### src/rtl/pci_master_sched.sv
// Round-robin scheduler for the PCI core master port: one latched command in flight,
// retries re-requested after a backoff, watchdog-bounded XFER, one response per ack.
module pci_master_sched #(
  parameter int NREQ      = 4,
  parameter int MAX_RETRY = 8,
  parameter int BACKOFF   = 4,
  parameter int TIMEOUT   = 1024,
  localparam int IDW      = $clog2(NREQ)
) (
  input  logic              CLK,
  input  logic              reset,
  input  logic [NREQ-1:0]   req_vld,
  input  logic [NREQ-1:0]   req_wr,
  input  logic [32*NREQ-1:0] req_addr,
  input  logic [32*NREQ-1:0] req_wdata,
  output logic [NREQ-1:0]   req_ack,
  output logic              rsp_vld,
  output logic [IDW-1:0]    rsp_id,
  output logic [1:0]        rsp_code,
  output logic [31:0]       rsp_data,
  output logic              request,
  output logic              requesthold,
  output logic              complete,
  output logic              m_ready,
  output logic [3:0]        m_cbe,
  output logic              m_wrdn,
  output logic [31:0]       adio_in,
  input  logic [31:0]       adio_out,
  input  logic              m_data,
  input  logic              m_data_vld,
  input  logic              m_addr_n,
  input  logic [39:0]       csr
);

  typedef enum logic [2:0] {S_IDLE, S_REQ, S_XFER, S_BACKOFF, S_RESP} state_t;

  state_t         state_q, state_d;
  logic [IDW-1:0] last_grant_q, last_grant_d, id_q, id_d;
  logic           wr_q, wr_d;
  logic [31:0]    addr_q, addr_d, wdata_q, wdata_d, rdata_q, rdata_d;
  logic [1:0]     code_q, code_d;
  logic [7:0]     retry_cnt_q, retry_cnt_d;
  logic [15:0]    tmo_cnt_q, tmo_cnt_d;
  logic [3:0]     bo_cnt_q, bo_cnt_d;
  logic           m_dataq_q, fatal_q, retry_q, m_ready_q;
  logic           fell, found;
  logic [IDW-1:0] winner, idx;
  logic           unused_ok;

  assign fell        = ~m_data & m_dataq_q;
  assign requesthold = 1'b0;
  assign m_ready     = m_ready_q;
  assign unused_ok   = ^{csr[37], csr[35:0], addr_q[1:0]};

  // First requesting index after the last grant, wrapping.
  always_comb begin
    winner = '0;
    found  = 1'b0;
    idx    = '0;
    for (int k = 1; k <= NREQ; k++) begin
      idx = IDW'((int'(last_grant_q) + k) % NREQ);
      if (!found && req_vld[idx]) begin
        found  = 1'b1;
        winner = idx;
      end
    end
  end

  always_comb begin
    state_d      = state_q;
    last_grant_d = last_grant_q;
    id_d         = id_q;
    wr_d         = wr_q;
    addr_d       = addr_q;
    wdata_d      = wdata_q;
    rdata_d      = rdata_q;
    code_d       = code_q;
    retry_cnt_d  = retry_cnt_q;
    tmo_cnt_d    = tmo_cnt_q;
    bo_cnt_d     = bo_cnt_q;
    req_ack      = '0;
    rsp_vld      = 1'b0;
    request      = 1'b0;
    complete     = 1'b0;
    case (state_q)
      S_IDLE: begin
        if (found) begin
          req_ack[winner] = ~reset;
          id_d    = winner;
          wr_d    = req_wr[winner];
          addr_d  = req_addr[32*int'(winner) +: 32];
          wdata_d = req_wdata[32*int'(winner) +: 32];
          rdata_d = 32'h0;
          state_d = S_REQ;
        end
      end
      S_REQ: begin
        request   = 1'b1;
        tmo_cnt_d = 16'h0;
        state_d   = S_XFER;
      end
      S_XFER: begin
        complete  = 1'b1;
        tmo_cnt_d = tmo_cnt_q + 16'd1;
        if (m_data_vld && !wr_q) rdata_d = adio_out;
        if (fell) begin
          if (fatal_q) begin
            code_d  = 2'b10;
            state_d = S_RESP;
          end else if (retry_q && retry_cnt_q == 8'(MAX_RETRY - 1)) begin
            code_d  = 2'b01;
            state_d = S_RESP;
          end else if (retry_q) begin
            retry_cnt_d = retry_cnt_q + 8'd1;
            bo_cnt_d    = 4'h0;
            state_d     = S_BACKOFF;
          end else begin
            code_d  = 2'b00;
            state_d = S_RESP;
          end
        end else if (tmo_cnt_q == 16'(TIMEOUT - 1)) begin
          code_d  = 2'b11;
          state_d = S_RESP;
        end
      end
      S_BACKOFF: begin
        rdata_d = 32'h0;
        if (bo_cnt_q == 4'(BACKOFF - 1)) state_d = S_REQ;
        else bo_cnt_d = bo_cnt_q + 4'd1;
      end
      S_RESP: begin
        rsp_vld      = 1'b1;
        last_grant_d = id_q;
        retry_cnt_d  = 8'h0;
        state_d      = S_IDLE;
      end
      default: state_d = S_IDLE;
    endcase
  end

  assign rsp_id   = rsp_vld ? id_q : '0;
  assign rsp_code = rsp_vld ? code_q : 2'b00;
  assign rsp_data = (rsp_vld && code_q == 2'b00 && !wr_q) ? rdata_q : 32'h0;

  assign m_cbe  = !m_addr_n ? {3'b011, wr_q} : 4'b0000;
  assign m_wrdn = (state_q != S_IDLE) & wr_q;

  always_comb begin
    adio_in = 32'h0;
    if (!m_addr_n) adio_in = {addr_q[31:2], 2'b00};
    else if (wr_q && m_data && state_q == S_XFER) adio_in = wdata_q;
  end

  always_ff @(posedge CLK) begin
    if (reset) begin
      state_q      <= S_IDLE;
      last_grant_q <= IDW'(NREQ - 1);
      id_q         <= '0;
      wr_q         <= 1'b0;
      addr_q       <= 32'h0;
      wdata_q      <= 32'h0;
      rdata_q      <= 32'h0;
      code_q       <= 2'b00;
      retry_cnt_q  <= 8'h0;
      tmo_cnt_q    <= 16'h0;
      bo_cnt_q     <= 4'h0;
    end else begin
      state_q      <= state_d;
      last_grant_q <= last_grant_d;
      id_q         <= id_d;
      wr_q         <= wr_d;
      addr_q       <= addr_d;
      wdata_q      <= wdata_d;
      rdata_q      <= rdata_d;
      code_q       <= code_d;
      retry_cnt_q  <= retry_cnt_d;
      tmo_cnt_q    <= tmo_cnt_d;
      bo_cnt_q     <= bo_cnt_d;
    end
  end

  // Termination status: cleared by each address phase, sampled through the data phase.
  always_ff @(posedge CLK) begin
    if (reset) begin
      m_dataq_q <= 1'b0;
      fatal_q   <= 1'b0;
      retry_q   <= 1'b0;
      m_ready_q <= 1'b0;
    end else begin
      m_ready_q <= 1'b1;
      m_dataq_q <= m_data;
      if (!m_addr_n) begin
        fatal_q <= 1'b0;
        retry_q <= 1'b0;
      end else if (m_data) begin
        fatal_q <= csr[39] | csr[38];
        retry_q <= csr[36];
      end
    end
  end

endmodule

### config.mk
export PLATFORM = sky130hd
export DESIGN_NAME = pci_master_sched
export DESIGN_NICKNAME = d
export VERILOG_FILES = /design/src/rtl/pci_master_sched.sv
export SDC_FILE = /design/constraint.sdc
export NUM_CORES = 1
export LEC_CHECK = 0
export ABC_AREA = 1
export BUFFER_PORTS_ARGS = -buffer_cell sky130_fd_sc_hd__buf_4
export CAP_MARGIN = 30
export CORE_AREA = 2 2 166 168
export CTS_CLUSTER_SIZE = 20
export DETAILED_ROUTE_END_ITERATION = 7
export DIE_AREA = 0 0 168 170
export PLACE_DENSITY_LB_ADDON = 0.1
export SYNTH_ARGS = -nofsm -noshare
export SYNTH_HDL_FRONTEND = slang
export SYNTH_SLANG_ARGS = --single-unit
### constraint.sdc
create_clock -name CLK -period 4.35 [get_ports CLK]
set_input_delay 0.6525 -clock CLK [delete_from_list [all_inputs] [get_ports CLK]]
set_output_delay 0.6525 -clock CLK [all_outputs]
set_load 0.01 [all_outputs]
---- Word-level counts from Yosys, hierarchy flattened ----
Index checks and enable logic that the tools add are counted.
storage, ports and cells
  bits of input ports ..................... 341
  output and inout bits ................... 82
  word-level logic and storage cells ...... 143
  flip-flop bits (word level) ............. 138
cells by class
  mux-type cells .......................... 60
  shifts and indexed selects .............. 2
  magnitude comparators ................... 6
  reduce and logical (&&, ||, !) cells .... 29
  bitwise gates (word level) .............. 7
  $add $sub $neg .......................... 7
  eq/ne operators ......................... 17
operator list
  kind                                                                          number
  128-bit by 8-bit variable part select with 32-bit output                      2
  32-bit 2-to-1 mux                                                             5
  32-bit case mux with 3 select lines                                           1
  8-bit 2-to-1 mux                                                              4
  16-bit case mux with 2 select lines                                           1
  4-bit 2-to-1 mux                                                              7
  3-bit 2-to-1 mux                                                              8
  2-bit 2-to-1 mux                                                              11
  16-bit by 1-bit adder with 16-bit output, second input constant               1
  16-bit by 10-bit == test with 1-bit output, second input constant             1
  2-bit != test, second input constant                                          8
  8-bit case mux with 2 select lines                                            1
  2-bit by 3-bit less-than comparator with 1-bit output, second input constant  5
  1-bit 2-to-1 mux                                                              14
  3-bit case mux with 4 select lines                                            1
  1-bit binary-select mux with 2-bit select                                     5
  1-bit logical AND                                                             10
  3-bit AND reduction                                                           3
  8-bit by 1-bit adder with 8-bit output, second input constant                 1
  8-bit by 3-bit == test with 1-bit output, second input constant               1
  4-bit case mux with 2 select lines                                            1
  2-bit nonzero test                                                            4
  3-bit by 2-bit == test with 1-bit output, second input constant               2
  6-bit AND reduction                                                           1
  other kinds (21)                                                              30

---- Depth between registers and ports, before layout ----
Gate-level depths: netlist of the first run.
  depth in word-level cells ............... 20
  mapped depth ............................ 17
  gate-level depth less buffers ........... 14

---- Worst setup path before layout of the first run ----
OpenSTA, ideal clock, no wires.
  kind .................................... input to output
  from .................................... in req_vld[0]
  to ...................................... out req_ack[3]
  slack ................................... 1.822 ns
  arrival ................................. 1.875 ns
  cell stages on the path ................. 10
  buffers on the path ..................... 2
  required time ........................... 3.697 ns
  path through ............................ nand2_1 nand2_1 nand2_1 nand2_1 inv_2 nand3_1 nand3_2 buf_4 buf_4 nor3_1
between the ends
  cells in the longest elaborated chain, start to end .. 19
  elaborated cells between the ends (all ways) .. 30
  classes of those cells .................. order compare (2); mux (20); bitwise (1); reduce/logical (7)
RTL lines
  what                                                                                                                                                  line  text
  start: declaration                                                                                                                                    12    input logic [NREQ-1:0] req_vld,
  1-bit binary-select mux with 2-bit select                                                                                                             62    if (!found && req_vld[idx]) begin
  1-bit 2-to-1 mux (not written as such)                                                                                                                62
  1-bit 2-to-1 mux                                                                                                                                      62
  1-bit logical NOT                                                                                                                                     62
  1-bit logical AND                                                                                                                                     62
  1-bit 2-to-1 mux                                                                                                                                      62
  1-bit logical NOT                                                                                                                                     62
  1-bit logical AND                                                                                                                                     62
  [3 not listed]                                                                                                                                        -
  2-bit 2-to-1 mux                                                                                                                                      62
  2-bit by 3-bit less-than comparator with 1-bit output (not written as such) / 2-bit by 1-bit >= comparator with 1-bit output (equally long branches)  88    req_ack[winner] = ~reset;
  1-bit logical AND (not written as such)                                                                                                               88
  1-bit 2-to-1 mux (not written as such)                                                                                                                88
  1-bit demux with 2-bit select                                                                                                                         88
  4-bit bitwise AND (no source line)                                                                                                                    -
  4-bit 2-to-1 mux (*)                                                                                                                                  87    if (found) begin
  4-bit 2-to-1 mux (*)                                                                                                                                  85    case (state_q)
  end: declaration                                                                                                                                      16    output logic [NREQ-1:0] req_ack,
Mark *: on every way between the ends. The rest lies on a longest branch, timed or not. The select of a mux whose other input is x is not followed.

---- Final worst setup path of the first run ----
  from .................................... reg last_grant_q[0]
  to ...................................... out req_ack[1]
between the ends
  cells in the longest elaborated chain, start to end .. 20
  elaborated cells between the ends (all ways) .. 34
  classes of those cells .................. add/sub (4); order compare (2); mux (20); bitwise (1); reduce/logical (7)
RTL lines
  what                                                                                                                                                  line  text
  start: declaration                                                                                                                                    38    logic [IDW-1:0] last_grant_q, last_grant_d, id_q, id_d;
  start signal: assignment                                                                                                                              157   last_grant_q <= IDW'(NREQ - 1);
  start signal: assignment                                                                                                                              169   last_grant_q <= last_grant_d;
  2-bit by 1-bit adder with 2-bit output                                                                                                                61    idx = IDW'((int'(last_grant_q) + k) % NREQ);
  1-bit binary-select mux with 2-bit select                                                                                                             62
  1-bit 2-to-1 mux (not written as such)                                                                                                                62
  1-bit 2-to-1 mux                                                                                                                                      62
  1-bit logical NOT                                                                                                                                     62
  1-bit logical AND                                                                                                                                     62
  1-bit 2-to-1 mux                                                                                                                                      62
  1-bit logical NOT                                                                                                                                     62
  [4 not listed]                                                                                                                                        -
  2-bit 2-to-1 mux                                                                                                                                      62
  2-bit by 3-bit less-than comparator with 1-bit output (not written as such) / 2-bit by 1-bit >= comparator with 1-bit output (equally long branches)  88
  1-bit logical AND (not written as such)                                                                                                               88
  1-bit 2-to-1 mux (not written as such)                                                                                                                88
  1-bit demux with 2-bit select                                                                                                                         88
  4-bit bitwise AND (no source line)                                                                                                                    -
  4-bit 2-to-1 mux (*)                                                                                                                                  87
  4-bit 2-to-1 mux (*)                                                                                                                                  85
Marked as above.

==> results of run 1 <==
sequential cells by signal, summed over array words and instances (netlist names), 2 cells and up:
name and cells:
bo_cnt_q 4, wdata_q 32, state_q 3, addr_q 30, retry_cnt_q 8, last_grant_q 2, rdata_q 32, id_q 2
tmo_cnt_q 16, code_q 2
final cells by class:
type / count / area, sq um
fill: 2896 / 14800
tap: 341 / 427
sequential: 136 / 2720
timing repair buffer: 393 / 2980
clock inverter: 15 / 168
antenna: 1 / 2.50
clock buffer: 17 / 425
multi-input combinational: 1029 / 4780
inverter: 91 / 347
kinds of logic after synthesis:
| group | synth area share |
|---|---|
| AND/OR/NAND/NOR | 0.432 |
| buffers and inverters | 0.106 |
| AO/OA/AOI/OAI | 0.126 |
| flip-flops | 0.326 |
| XOR/XNOR | 0.00525 |
| adder cells (fa/ha/maj) | 0.00450 |
| other | 0.000449 |
metrics by stage:
step	worst slack [ps]	hold WS (ps)	instances
after floorplan	1820	437	1359
after global placement	1220	448	1990
after global routing	818	475	2023
after CTS	973	452	2022
final	1020	460	2023
after detailed placement	1220	453	1990
layout by cell type (no fill, tap or decap), drive strengths merged, types with 3 or more instances in the layout:
master  count
a221oi      4
nor3       19
nor2      199
o21ai      82
dfxtp     136
clkbuf     17
clkinv      6
a211oi     35
o211ai      4
xor2        3
ha          3
a21oi      55
nand2     304
a31oi       3
buf       393
nand4      14
inv        96
nand3     295
critical path, stage by stage (launching register included):
cell and delay (ps):
dfxtp_1 550, inv_4 110, nand2_1 90, nand2_1 90, a31oi_1 320, nand3_4 580, nor3_1 360, buf_4 160
per-layer routing:
metal  vias to the layer above  part of all wire  track usage
li1                       5123                 -            -
met1                      4614              0.41        0.269
met2                       271              0.51        0.412
met3                        34             0.061       0.0498
met4                         0             0.020       0.0688
met5                         -                 0            0
power by group:
part,switching [W],total [W],internal [W]
Sequential,0.000185,0.00188,0.00170
Combinational,0.00167,0.00261,0.000941
Clock,0.000616,0.00147,0.000857
final timing paths:
check / startpoint / to / slack, ps / cells past startpoint
hold reg to reg: rdata_q[4]$_SDFFE_PP0P_ / rdata_q[4]$_SDFFE_PP0P_ / 460 / 2
hold / removal: rdata_q[4]$_SDFFE_PP0P_ / rdata_q[4]$_SDFFE_PP0P_ / 460 / 2
setup reg to reg: last_grant_q[0]$_SDFFE_PP1P_ / addr_q[26]$_SDFFE_PP0P_ / 1350 / 15
setup / recovery: last_grant_q[0]$_SDFFE_PP1P_ / req_ack[1] / 1020 / 7
==> flow_metrics.py, run 1 <==
metrics = {
    "detailed_routing": {
        "dr.pass1.iters": 5,
        "vias": 10042,
        "wl_um": 33500,
        "drc": 0,
        "final_antenna_net_count": 0,
        "wl_per_cell_um": 16.6,
        "drt-vias-per-instance": 4.96,
        "drt_iter0_markers": 656,
    },
    "final_layout": {
        "fin_area_sq_um": 11800,
        "syn_to_final_growth_pct": 41.9,
        "layout-drive-gt1-share": 0.264,
        "post-route-util": 0.445,
        "nNetsFinal": 2012,
    },
    "grt": {
        "grt_pass1_vias": 9434,
        "antenna_found_initial": 1,
        "grt_pass1_wl_um": 50900,
        "grt_max_degree": 79,
        "gr-total-overflow": 0,
        "grt_util_all_layers": 0.228,
    },
    "synth": {
        "ys_seq_area_frac": 0.326,
        "syn_area_sq_um": 8350,
        "yosysWarnings": 0,
        "synthArstFlopShare": 0,
        "synth_area_per_cell_sq_um": 6.15,
        "netlist_instances": 1358,
        "ys_top_cells_by_count": "nand2_1, nand3_1, nor2_1",
        "synth_edf_count": 0,
        "ys_ff_latch": 136,
        "synth_top_area_frac": 0.326,
        "synth_area_leaders": "dfxtp_1, nand3_1, nand2_1, nor2_1, o21ai_0",
        "synth_ff_type": "dfxtp_1",
        "synth_most_common_cell": "nand2_1",
        "synth_top_cell_by_area": "dfxtp_1",
        "synth_cell_types": 33,
    },
    "pwr": {
        "p_per_area_nw_per_um2": 503,
        "power_w": 0.00596,
        "irDropWorstVdd_v": 0.000274,
        "leakage_nw": 5.56,
    },
    "placed_design": {
        "hpwl_um": 24300,
        "portBuffers": 375,
        "place.gp.congestion": 0.818,
        "placed_area_sq_um": 11300,
    },
    "die": {
        "fp-row-count": 60,
        "io_pins": 423,
        "dieArea_sq_um": 28600,
        "coreArea_sq_um": 26700,
        "die_x_um": 168,
        "start_util": 0.313,
        "die_h_um": 170,
    },
    "clock_network": {
        "cts.clk_slew.worst_paths_ps": 70,
        "hold_buffers": 0,
        "clk_latency_ps": 420,
        "cts_tree": "built",
        "cts_setup_buffers": 0,
        "numCtsBuffers": 17,
        "root_buffer": "clkbuf_16",
        "htree_levels": 4,
        "cts_resized": 0,
        "clkSinkCount": 136,
        "max-clock-path-buffers": 2,
    },
    "worst_setup_path": {
        "worst-path-max-fanout": 52,
        "path_class": "reg2out",
        "crit_required_ps": 3700,
        "cp_data_arrival_time_ps": 2680,
        "end_kind": "primary output",
        "start_kind": "register",
    },
    "sta": {
        "slew_viol_final": 0,
        "max_freq_ghz": 0.300,
        "tns_ps": 0,
        "worst_pin_slew_ps": 945,
        "rsz0062_at_grt": "no",
        "setup_viol": 0,
        "skew_ps": 8.60,
        "period_needed_ps": 3330,
        "period_share": 0.766,
        "relSlewSlack": 0.369,
        "finalHoldViolCount": 0,
    },
    "outcome": {
        "outcome": "complete, no violations",
    },
    "min_path": {
        "hold_path.class": "reg2reg",
    },
    "run": {
        "maxCapViolCount": 0,
    },
}
Power figures use the tool's default switching activity.
==> inputs of run 2 (changes only) <==
Settings changed: CORE_AREA 2 2 166 168 to 2 2 162 164, DIE_AREA 0 0 168 170 to 0 0 164 166.
Clock period 4.35 ns to 3.05 ns, I/O delays scaled along.
==> flow_metrics.py, run 2 (synthesis gave the netlist of run 1 again) <==
metrics = {
    "placed_design": {
        "dp.cells": 1994,
        "dpl_worst_slack_ps": 476,
        "placed_area_sq_um": 11300,
        "portBuffers": 375,
        "hpwl_um": 24100,
        "place.gp.congestion": 0.875,
    },
    "clock_network": {
        "cts.clk_slew.worst_paths_ps": 60,
        "cts_resized": 0,
        "clk_latency_ps": 430,
        "root_buffer": "clkbuf_16",
        "cts_tree": "built",
        "max-clock-path-buffers": 2,
        "cts_setup_buffers": 0,
        "hold_buffers": 0,
        "htree_levels": 4,
        "clkSinkCount": 136,
        "numCtsBuffers": 17,
    },
    "detailed_routing": {
        "drt_iter0_markers": 672,
        "vias": 10085,
        "final_antenna_net_count": 0,
        "dr.pass1.iters": 5,
        "wl_um": 33200,
        "drc": 0,
        "drt-vias-per-instance": 4.98,
        "wl_per_cell_um": 16.4,
    },
    "sta": {
        "setup_viol": 0,
        "worst_pin_slew_ps": 798,
        "finalHoldViolCount": 0,
        "max_freq_ghz": 0.358,
        "period_needed_ps": 2790,
        "skew_ps": 11.8,
        "relSlewSlack": 0.468,
        "period_share": 0.915,
        "tns_ps": 0,
        "fin_ws_ps": 260,
        "rsz0062_at_grt": "no",
        "slew_viol_final": 0,
    },
    "final_layout": {
        "fin_area_sq_um": 11900,
        "layout-drive-gt1-share": 0.270,
        "diodes": 0,
        "nNetsFinal": 2022,
        "final_common_cell": "buf_4",
        "final.fill_count": 2758,
        "top_regs": "rdata_q (32), wdata_q (32), addr_q (30)",
        "final_cell_mix": "buf_4, nand2_1, nand3_1",
        "stdcell_count": 2026,
        "syn_to_final_growth_pct": 42.5,
    },
    "grt": {
        "antenna_found_initial": 0,
        "grt_util_all_layers": 0.239,
        "grt_max_degree": 131,
        "grt_pass1_wl_um": 51000,
        "grt_pass1_vias": 9651,
        "gr-total-overflow": 0,
    },
    "worst_setup_path": {
        "r2r_start": "last_grant_q[0]$_SDFFE_PP1P_",
        "r2r_cells": 14,
        "cp_data_arrival_time_ps": 2330,
        "worst-path-max-fanout": 15,
        "critPathLaunch": "last_grant_q[0]$_SDFFE_PP1P_",
        "reg2reg_to": "wdata_q[17]$_SDFFE_PP0P_",
        "crit_required_ps": 2590,
        "start_kind": "register",
        "path_class": "reg2out",
        "end_kind": "primary output",
        "r2r_slack_ps": 670,
        "cp-endpoint": "req_ack[3]",
    },
    "die": {
        "die_x_um": 164,
        "coreArea_sq_um": 25600,
        "dieArea_sq_um": 27200,
        "io_pins": 423,
        "fp-row-count": 59,
        "start_util": 0.326,
        "die_h_um": 166,
    },
    "run": {
        "maxCapViolCount": 0,
    },
    "pwr": {
        "irDropWorstVdd_v": 0.000611,
        "p_per_area_nw_per_um2": 715,
        "leakage_nw": 5.58,
    },
    "outcome": {
        "outcome": "complete, no violations",
    },
    "min_path": {
        "hold_path.class": "in2reg",
    },
}
## run 2: cell types whose count changed in the layout (fill, tap and decap cells not counted)
cell	change
buf_12	+1
buf_4	+9
bufinv_16	-2
clkinv_2	-1
clkinv_4	-5
clkinvlp_4	+4
dfxtp_1	-2
dfxtp_2	+1
dfxtp_4	+1
diode_2	-1
inv_8	+4
## run 2: final cells by class
type | count | area [sq um] | area share
flip-flops and latches | 136 | 2730 | 0.229
clock inverters | 15 | 134 | 0.0113
well taps | 335 | 419 | 0.0352
inverters | 91 | 347 | 0.0291
clock buffers | 17 | 425 | 0.0358
multi-input cells | 1029 | 4780 | 0.402
repair buffers | 403 | 3060 | 0.257
## run 2: power breakdown
part	switching, W	internal, W	leakage (nW)
sequential	0.000263	0.00242	1.12
clock	0.000906	0.00107	0.257
combinational	0.00244	0.00141	4.20
total	0.00361	0.00490	5.58
## run 2: worst max-delay path, stage by stage, from the launching register on
cell and delay [ps]:
dfxtp_4 390, inv_4 110, nand2_1 60, nand2_1 100, nand2_1 80, a31oi_1 280
nand2_1 150, nor2_4 250, buf_4 260, nor3_1 80, buf_4 160
## run 2: worst min-delay path by stage
stage                                           to  slack [ps]                     start  depth (start not counted)
after floorplan            rdata_q[0]$_SDFFE_PP0P_         440   rdata_q[0]$_SDFFE_PP0P_                          2
after detailed placement  rdata_q[29]$_SDFFE_PP0P_         450  rdata_q[29]$_SDFFE_PP0P_                          2
after global placement    rdata_q[26]$_SDFFE_PP0P_         450  rdata_q[26]$_SDFFE_PP0P_                          2
after global routing          retry_q$_SDFFE_PP0P_         260                   csr[36]                          3
after CTS                     retry_q$_SDFFE_PP0P_         250                   csr[36]                          3
final                         retry_q$_SDFFE_PP0P_         270                   csr[36]                          3
## run 2: routing by layer
layer	routed length, um	GRT usage	vias to the layer above
met5	0	0	-
met1	13800	0.279	4619
met4	624	0.0667	0
met2	16800	0.431	283
li1	-	-	5146
met3	2080	0.0582	37
## run 2: per-stage QoR
| stage | utilization | power [W] | hold slack [ps] |
|---|---|---|---|
| 2_1_floorplan | - | 0.00526 | 437 |
| 3_3_place_gp | 0.442 | 0.00655 | 448 |
| 3_5_place_dp | 0.442 | 0.00659 | 452 |
| 4_1_cts | 0.464 | 0.00860 | 253 |
| 5_1_grt | 0.464 | 0.00920 | 257 |
| 6_report | 0.464 | 0.00851 | 268 |
==> inputs of run 3 (changes only) <==
Settings changed: ABC_AREA 1 to unset, CORE_AREA 2 2 162 164 to 2 2 163 165, DIE_AREA 0 0 164 166 to 0 0 165 167.
==> flow_metrics.py, run 3 <==
metrics = {
    "detailed_routing": {
        "vias": 8382,
        "wl_per_cell_um": 18.0,
        "final_antenna_net_count": 0,
        "wl_um": 29700,
        "drt_iter0_markers": 422,
        "drt-vias-per-instance": 5.08,
        "drc": 0,
        "dr.pass1.iters": 5,
    },
    "placed_design": {
        "hpwl_um": 22200,
        "place.gp.congestion": 0.796,
        "portBuffers": 375,
        "dpl_worst_slack_ps": 545,
    },
    "clock_network": {
        "hold_buffers": 0,
        "clk_latency_ps": 430,
        "cts.clk_slew.worst_paths_ps": 70,
        "root_buffer": "clkbuf_16",
        "htree_levels": 4,
        "numCtsBuffers": 17,
        "max-clock-path-buffers": 2,
        "cts_resized": 0,
        "cts_tree": "built",
        "clkSinkCount": 136,
        "cts_setup_buffers": 0,
    },
    "die": {
        "dieArea_sq_um": 27600,
        "fp-row-count": 59,
        "die_x_um": 165,
        "die_h_um": 167,
        "io_pins": 423,
        "start_util": 0.300,
        "coreArea_sq_um": 25800,
    },
    "synth": {
        "ys_seq_area_frac": 0.352,
        "ys_ff_latch": 136,
        "synth_ff_type": "dfxtp_1",
        "synth_area_leaders": "dfxtp_1, a221oi_1, mux2_2, a21oi_1, nand2_1",
        "synth_edf_count": 0,
        "syn_area_sq_um": 7740,
        "synth_area_per_cell_sq_um": 8.03,
        "yosysWarnings": 0,
        "synth_top_cell_by_area": "dfxtp_1",
        "synthArstFlopShare": 0,
        "synth_most_common_cell": "dfxtp_1",
        "netlist_instances": 964,
        "ys_top_cells_by_count": "dfxtp_1, nand2_1, a221oi_1",
        "synth_top_area_frac": 0.352,
        "synth_cell_types": 64,
    },
    "grt": {
        "antenna_found_initial": 2,
        "grt_pass1_vias": 8288,
        "gr-usage-met2": 0.355,
        "busiest_layer": "met2",
        "grt_use_met3": 0.0545,
        "grt_max_degree": 65,
        "grt_pass1_wl_um": 45900,
        "use_met1": 0.267,
        "grt_util_all_layers": 0.214,
        "gr-total-overflow": 0,
    },
    "sta": {
        "period_needed_ps": 2760,
        "skew_ps": 16.0,
        "slew_viol_final": 0,
        "tns_ps": 0,
        "fin_ws_ps": 285,
        "relSlewSlack": 0.364,
        "max_freq_ghz": 0.362,
        "worst_pin_slew_ps": 951,
        "setup_viol": 0,
        "rsz0062_at_grt": "no",
        "period_share": 0.906,
        "finalHoldViolCount": 0,
    },
    "final_layout": {
        "nNetsFinal": 1646,
        "layout-drive-gt1-share": 0.386,
        "top_regs": "rdata_q (32), wdata_q (32), addr_q (30)",
        "final_common_cell": "buf_4",
        "syn_to_final_growth_pct": 48.6,
        "final.fill_count": 2659,
        "final_cell_mix": "buf_4, dfxtp_1, nand2_1",
    },
    "pwr": {
        "irDropWorstVdd_v": 0.000288,
        "leakage_nw": 4.88,
        "p_per_area_nw_per_um2": 596,
    },
    "worst_setup_path": {
        "cp_data_arrival_time_ps": 2310,
        "crit_slowest_cell": "or3b_1",
        "crit_required_ps": 2590,
        "path_buf_inv": 2,
        "critical-path-max-stage-delay_ps": 490,
        "worst-path-max-fanout": 20,
        "crit_chain": "or3b_1 -> nor2_2 -> buf_4 -> nand2_1 -> o21ai_0 -> buf_4",
        "start_kind": "register",
        "r2r_slack_ps": 740,
        "crit_top_cell": "buf_4",
        "path_class": "reg2out",
        "cpLargestDelayFamily": "simple AND/OR/NAND/NOR gates",
        "end_kind": "primary output",
    },
    "min_path": {
        "hold_path.class": "in2reg",
    },
    "outcome": {
        "outcome": "complete, no violations",
    },
    "run": {
        "maxCapViolCount": 0,
    },
}
run 3: cell count changes in the layout (fill, tap and decap cells not counted), sizes merged, moves of 35 or more:
cell	delta
nor2	-165
a221oi	+89
inv	-51
nand2b	+39
and2	+43
nand3	-249
a21oi	+35
nand2	-200
mux2	+50
run 3: where the power goes:
group	switching (W)	leakage [nW]	total (W)	internal, W
clock network	0.000926	0.267	0.00200	0.00107
logic	0.00140	3.49	0.00254	0.00114
registers	0.000170	1.11	0.00232	0.00215
total	0.00250	4.88	0.00686	0.00436
run 3: stage by stage:
stage | cells | total power (W) | cell area, sq um | hold slack (ps) | util
after global placement | 1617 | 0.00490 | 10900 | 450 | 0.424
after CTS | 1650 | 0.00692 | 11500 | 264 | 0.446
final | 1651 | 0.00686 | 11500 | 272 | 0.446
after global routing | 1651 | 0.00730 | 11500 | 277 | 0.446
after detailed placement | 1618 | 0.00490 | 10900 | 454 | 0.425
after floorplan | 965 | 0.00385 | 7740 | 441 | -
run 3: worst paths after layout:
| check | from | to | cells past startpoint |
|---|---|---|---|
| setup / recovery | state_q[1]$_SDFFE_PP0P_ | adio_in[2] | 6 |
| hold / removal | csr[36] | retry_q$_SDFFE_PP0P_ | 3 |
| setup reg to reg | last_grant_q[1]$_SDFFE_PP1P_ | addr_q[26]$_SDFFE_PP0P_ | 6 |
| hold reg to reg | rdata_q[29]$_SDFFE_PP0P_ | rdata_q[29]$_SDFFE_PP0P_ | 2 |
run 3: per-layer routing:
layer	routed length, um	share of wire
met5	13	0.00044
met1	12600	0.42
met2	14500	0.49
met3	1970	0.066
met4	722	0.024
run 3: layout make-up:
class / instances / area (sq um) / share of cell area
diodes: 1 / 2.50 / 0.000218
inverters: 40 / 150 / 0.0131
flip-flops and latches: 136 / 2720 / 0.237
multi-input cells: 705 / 4570 / 0.398
clock inverters: 15 / 131 / 0.0114
well taps: 335 / 419 / 0.0364
clock buffers: 17 / 425 / 0.0370
repair buffers: 402 / 3080 / 0.267
run 3: cells by family (layout without fill, tap and decap cells):
family                   Yosys count  after routing  share of synthesized area
AND/OR/NAND/NOR                  336            336                      0.225
AO/OA/AOI/OAI                    292            292                      0.249
flip-flops                       136            136                      0.352
buffers and inverters            124            474                     0.0672
multiplexers                      68             68                     0.0976
XOR/XNOR                           4              4                    0.00453
adder cells (fa/ha/maj)            3              3                    0.00485
other                              1              3                   0.000485
run 3: worst reg2reg max path, cell delays in order, from the launching register on:
cell and delay, ps:
dfxtp_1 500, nand2b_1 160, a21boi_1 90, o21ai_4 730, buf_4 410, nand2_1 80
a221oi_1 260
